### config.mk
export PLATFORM = sky130hd
export DESIGN_NAME = eab_burst_agu
export DESIGN_NICKNAME = d
export VERILOG_FILES = /design/src/rtl/eab_burst_agu.sv
export SDC_FILE = /design/constraint.sdc
export NUM_CORES = 1
export LEC_CHECK = 0
export CORE_ASPECT_RATIO = 1.2
export CORE_MARGIN = 10
export CORE_UTILIZATION = 42
export CTS_CLUSTER_DIAMETER = 120
export CTS_CLUSTER_SIZE = 24
export DETAILED_ROUTE_END_ITERATION = 8
export PLACE_DENSITY_LB_ADDON = 0.1
export SYNTH_ARGS = -nofsm -noshare
export SYNTH_HDL_FRONTEND = slang
export SYNTH_SLANG_ARGS = --single-unit
export TNS_END_PERCENT = 5
### constraint.sdc
create_clock -name clk -period 2.55 [get_ports clk]
set_input_delay 0.51 -clock clk [delete_from_list [all_inputs] [get_ports clk]]
set_output_delay 0.51 -clock clk [all_outputs]
set_load 0.05 [all_outputs]
### src/rtl/eab_burst_agu.sv
// Registered effective-address generator: base + sign-extended IR offset, optionally
// expanded into a burst of STRIDE-spaced addresses behind valid/ready handshakes.
module eab_burst_agu #(
    parameter int unsigned W         = 16,
    parameter int unsigned IR_W      = 11,
    parameter int unsigned OFF_A_W   = 6,
    parameter int unsigned OFF_B_W   = 9,
    parameter int unsigned OFF_C_W   = 11,
    parameter int unsigned MAX_BEATS = 8,
    parameter int unsigned STRIDE    = 1,
    localparam int unsigned BL_W     = (MAX_BEATS > 1) ? $clog2(MAX_BEATS) : 1
) (
    input  logic            clk,
    input  logic            rst_n,
    input  logic [IR_W-1:0] ir,
    input  logic [W-1:0]    ra,
    input  logic [W-1:0]    pc,
    input  logic            sel_base,
    input  logic [1:0]      sel_off,
    input  logic [BL_W-1:0] beats_m1,
    input  logic            req_valid,
    output logic            req_ready,
    output logic            ea_valid,
    input  logic            ea_ready,
    output logic [W-1:0]    ea,
    output logic [BL_W-1:0] ea_idx,
    output logic            ea_last,
    output logic            ea_wrap
);

    typedef enum logic [0:0] {StIdle, StBurst} stateT;

    localparam logic [BL_W-1:0] LenMax = BL_W'(MAX_BEATS - 1);

    stateT           stateQ;
    logic [BL_W-1:0] lenM1Q;

    logic [W-1:0]    baseSel;
    logic [W-1:0]    offSel;
    logic [W-1:0]    startEa;
    logic [BL_W-1:0] lenSat;
    logic [BL_W-1:0] nextIdx;
    logic [W:0]      stepSum;
    logic            reqFire;
    logic            eaFire;

    always_comb begin
        baseSel = sel_base ? ra : pc;
        unique case (sel_off)
            2'b01:   offSel = W'($signed(ir[OFF_A_W-1:0]));
            2'b10:   offSel = W'($signed(ir[OFF_B_W-1:0]));
            2'b11:   offSel = W'($signed(ir[OFF_C_W-1:0]));
            default: offSel = '0;
        endcase
        startEa = baseSel + offSel;
    end

    // Saturation is only needed when MAX_BEATS does not fill the beats_m1 range.
    if (MAX_BEATS == (1 << BL_W)) begin : gNoSat
        assign lenSat = beats_m1;
    end else begin : gSat
        assign lenSat = (beats_m1 > LenMax) ? LenMax : beats_m1;
    end

    // The carry bit of the stride add flags an address wrap past 2^W.
    assign stepSum = {1'b0, ea} + (W + 1)'(STRIDE);
    assign nextIdx = ea_idx + BL_W'(1);

    assign req_ready = rst_n && (stateQ == StIdle) && (!ea_valid || ea_ready);
    assign reqFire   = req_valid && req_ready;
    assign eaFire    = ea_valid && ea_ready;

    always_ff @(posedge clk or negedge rst_n) begin
        if (!rst_n) begin
            stateQ   <= StIdle;
            lenM1Q   <= '0;
            ea_valid <= 1'b0;
            ea       <= '0;
            ea_idx   <= '0;
            ea_last  <= 1'b0;
            ea_wrap  <= 1'b0;
        end else begin
            case (stateQ)
                StIdle: begin
                    // A new request may replace a draining final beat with no bubble.
                    if (reqFire) begin
                        lenM1Q   <= lenSat;
                        ea_valid <= 1'b1;
                        ea       <= startEa;
                        ea_idx   <= '0;
                        ea_last  <= (lenSat == '0);
                        ea_wrap  <= 1'b0;
                        stateQ   <= (lenSat != '0) ? StBurst : StIdle;
                    end else if (eaFire) begin
                        ea_valid <= 1'b0;
                    end
                end
                StBurst: begin
                    if (eaFire) begin
                        ea      <= stepSum[W-1:0];
                        ea_wrap <= stepSum[W];
                        ea_idx  <= nextIdx;
                        ea_last <= (nextIdx == lenM1Q);
                        if (nextIdx == lenM1Q) begin
                            stateQ <= StIdle;
                        end
                    end
                end
                default: stateQ <= StIdle;
            endcase
        end
    end

endmodule

* After elaboration in Yosys (flattened, before gate mapping)
Cells that the tools add are included.
Storage, ports and cells: bits in registers 26, ROM bits 0, latch bits 0, word-level logic and storage cells 50, memories kept 0, RAM bits 0
Cells by class: $add $sub $neg 3, shift-type cells 0, divide/modulo/power cells 0, reduce and logical (&&, ||, !) cells 12, order comparisons 0, multipliers 0, muxes and demuxes 21, bitwise operators 1, eq/ne operators 6
Operator list (count):
- two-way mux 16 bit | 3
- case mux 16 bit (3 select lines) | 1
- case mux 16 bit (2 select lines) | 1
- adder 16 x 1 -> 17 bit (second input constant) | 1
- adder 16 bit | 1
- two-way mux 1 bit | 10
- two-way mux 3 bit | 2
- case mux 1 bit (2 select lines) | 3
- case mux 3 bit (2 select lines) | 1
- AND reduction 2 bit | 3
- == test 2 bit (second input constant) | 2
- logical AND 1 bit | 4
- adder 3 x 1 -> 3 bit (second input constant) | 1
- == test 3 bit | 1
- zero test 3 bit | 1
- nonzero test 3 bit | 1
- == test 2 x 1 -> 1 bit (second input constant) | 1
- inequality test 2 x 1 -> 1 bit (second input constant) | 1
- inequality test 2 bit (second input constant) | 1
- nonzero test 2 bit | 1
- zero test 1 bit | 1
- logical OR 1 bit | 1
- inverter 1 bit | 1

* Logic depth before layout (Yosys ltp)
word-level depth 6, gate-level depth with buffers 13, gate-level depth less buffers 12

* Least setup slack after synthesis
OpenSTA, ideal clock, no wires.
path type input port to flip-flop, start point in sel_base, end point reg ea[13], stages 11, library setup time 0.126 ns, slack -0.959 ns, data required time 2.424 ns, data arrival time 3.383 ns, path through buf_2 > clkbuf_1 > mux2_2 > ha_1 > and4_4 > and2_4 > a311o_1 > a311oi_2 > a21oi_1 > a31o_1 > a221o_1
Between the ends: cells in the longest elaborated chain, start to end 4
RTL lines:
- start: declaration | RTL line 18 | input logic sel_base,
- two-way mux 16 bit | RTL line 48 | baseSel = sel_base ? ra : pc;
- adder 16 bit | RTL line 55 | startEa = baseSel + offSel;
- two-way mux 16 bit | RTL line 86 | if (reqFire) begin
- case mux 16 bit (2 select lines) | RTL line 83 | case (stateQ)
- end signal: assignment | RTL line 89 | ea <= startEa;
- end signal: assignment | RTL line 100 | ea <= stepSum[W-1:0];
- end: declaration | RTL line 25 | output logic [W-1:0] ea,
No other way between the ends. The select of a mux whose other input is x is not followed. A chain may end at the register's enable or synchronous reset.

* Final worst setup path
start point in sel_off[0], end point reg ea[13]
Between the ends: cells in the longest elaborated chain, start to end 5
RTL lines:
- start: declaration | RTL line 19 | input logic [1:0] sel_off,
- == test 2 bit or == test 2 x 1 -> 1 bit (tied branches) | RTL line 49 | unique case (sel_off)
- case mux 16 bit (3 select lines) (*) | RTL line 49
- adder 16 bit (*) | RTL line 55
- two-way mux 16 bit (*) | RTL line 86
- case mux 16 bit (2 select lines) (*) | RTL line 83
Mark *: on every way between the ends. The rest lies on a longest branch, timed or not. The select of a mux whose other input is x is not followed.

==> metrics.txt <==
most frequent cell after synthesis nand2_1; Final Hold Vio Count 0; Clk pin slew, worst setup/hold paths 0.09 ns; Mapped Area 0.00252 mm^2; Die Footprint around 0.0095 mm^2; share of cells above drive strength 1 29.9%; Non-Filler Instances 531; Post-DP Area 0.00383 mm^2; number of synthesized flops with an enable pin 0; leak pwr 1.86 nW; Layout Utilization between 70% and 80%; CTS H-tree depth 1; CTS buffer count 3; Slew HR 65.3%; multi-input logic area 0.00202 mm^2; DR vias between 2000 and 3000; WL final 8.43 mm; largest net degree at the start of global routing 35; final worst slack -0.168 ns; syn nets 382; Max Fclk 368 MHz; Synth Area per Inst 8.04 um^2; FF+latch count, synth 26; initial antenna violation count 0; Netlist cell types 57; Final Cell Area 0.00422 mm^2; nets@finish 520; status finished with violations; WP data arrival between 2 and 3 ns; clk sink count 26; WL/cell ~16 um; CTS root buf clkbuf_8; type of the worst min-delay path register to register; RSZ-0062 raised after global routing yes; Max-cap violations 0; die height 105 um; Clock Skew 0.00139 ns; Skew-Pair Late Insertion Delay 0.27 ns; Critical Setup Path Class primary input to register; top post-synthesis cells by count nand2_1, dfrtp_1, o21ai_0; antenna cells 0; required time worst endpoint 2.71 ns; total track usage between 10% and 20%; Period minus WS final 2.72 ns; period utilization 107%; DRT iter0 DRCs 127; critical path endpoint category register; core box area around 0.0057 mm^2; post-synth top area share 25.8%; post-synthesis sequential area ratio about a quarter; first-pass GRT wire length 14.1 mm; Reg area 651 um^2; crit path max fanout 4; DRT Pass-1 Iters 4; I/O pin cnt 76; Post-Place Cells 513; Max VDD drop 0.313 mV; dpl ws -0.929 ns; Synth Instances 314; Initial Utilization 44.0%; # rows 30; DRC Markers 0; Port Buf Inserts 75; Synthesis Warnings 0; ys async rst share 100%; clock tree from TritonCTS done; gr ovfl total 0; Max Slew Vio Count 0; fillcell total 420; post-DP HPWL around 6.1 mm; CTS Buffer Depth 2; cell type with the largest total area after synthesis dfrtp_1; Startpoint Class primary input; Post-synth top flop dfrtp_1; vias in the first global route ~3000; Die X 90.8 um; final RePlAce weighted congestion 0.789; TNS Setup -0.368 ns; Slew @ Worst Pin 0.519 ns; power density cells slightly above 700 mW/mm^2; Area contributors post-synth dfrtp_1, ha_1, mux2_2; failing checks setup timing; Vias/cell roughly 5.4; number of nets with antenna violations after routing 0; Layout area overhead 66.9%; setup violators final 6
[final timing paths]
kind                                startpoint                  end  slack, ns  cells past startpoint
hold / removal             ea_last$_DFFE_PN0P_  ea_last$_DFFE_PN0P_       0.49                      2
setup / recovery                    sel_off[0]   ea[13]$_DFFE_PN0P_      -0.17                     12
min in group asynchronous                rst_n  ea_wrap$_DFFE_PN0P_       0.58                      2
hold reg to reg            ea_last$_DFFE_PN0P_  ea_last$_DFFE_PN0P_       0.49                      2
max in group asynchronous                rst_n    ea[6]$_DFFE_PN0P_       1.66                      2
setup reg to reg             ea[0]$_DFFE_PN0P_   ea[14]$_DFFE_PN0P_       0.28                      8
[report_power, final]
group,leakage [nW],switching (mW),internal (mW)
Combinational,1.54,1.13,0.894
Clock,0.0288,0.133,0.138
Sequential,0.296,0.164,0.553
Total,1.86,1.43,1.59
[stage by stage]
stage | total power, mW | hold slack, ns
after floorplan | 1.94 | 0.214
after global placement | 2.60 | 0.464
after detailed placement | 2.64 | 0.479
after CTS | 2.98 | 0.500
after global routing | 3.24 | 0.540
final | 3.01 | 0.490
[cell families (layout without fill, tap and decap cells)]
group | Yosys count | count (layout) | share of synthesized area [%]
AOI/OAI and AO/OA | 89 | 89 | 23.4
DFF | 26 | 26 | 25.8
xor gates and xnor gates | 16 | 16 | 5.55
and+or+nand+nor | 116 | 116 | 22.3
buffers and inverters | 27 | 164 | 4.41
muxes | 25 | 25 | 10.9
adders and majority gates | 15 | 15 | 7.73
[what timing repair did]
action / in CTS / in global routing
setup endpoints to repair: 11 / 11
setup buffers: 11 / 3
hold buffers: 0 / 0
gates cloned: 1 / 0
gates resized for setup: 87 / 13
pin swaps: 25 / 14
[flip-flops by register name, indices dropped and copies added, names as in the netlist]
name and flops:
stateQ 1, ea_valid 1, ea_idx 3, ea 16, ea_last 1, lenM1Q 3, ea_wrap 1
[critical path, stage by stage]
cell and delay [ns]:
buf_6 0.11, buf_6 0.11, nand3b_1 0.20, nand2_2 0.12, ha_4 0.28, and4_4 0.19
and2_4 0.13, a311o_1 0.36, a311oi_2 0.28, a21oi_1 0.11, a31o_1 0.20, a221o_1 0.29
[final cells by class]
class	instances	area share (%)
multi-input combinational	261	48.0
timing repair buffer	146	31.6
sequential	26	15.4
tap	80	2.37
clock buffer	4	1.31
inverter	14	1.25
[per-layer routing]
metal,track usage [%],part of all wire (%),vias to the layer above
met4,5.49,2.2,0
met3,3.01,4.2,16
met5,0,0,-
met2,31.9,52,85
li1,-,-,1425
met1,19.0,42,1334
[layout by cell type, fill, tap and decap left out, drive strengths merged, types with 4 or more instances in the layout]
cell type and n:
a21oi 21, a22oi 5, buf 75, clkbuf 4, clkdlybuf4s50 49, dfrtp 26
dlygate4sd2 19, ha 14, inv 14, mux2 16, mux2i 9, nand2 40
nand3 12, nor2 19, nor2b 10, nor3 15, o21a 5, o21ai 27
xnor2 10, xor2 6
Note: power is estimated with default switching activity, not from simulation.
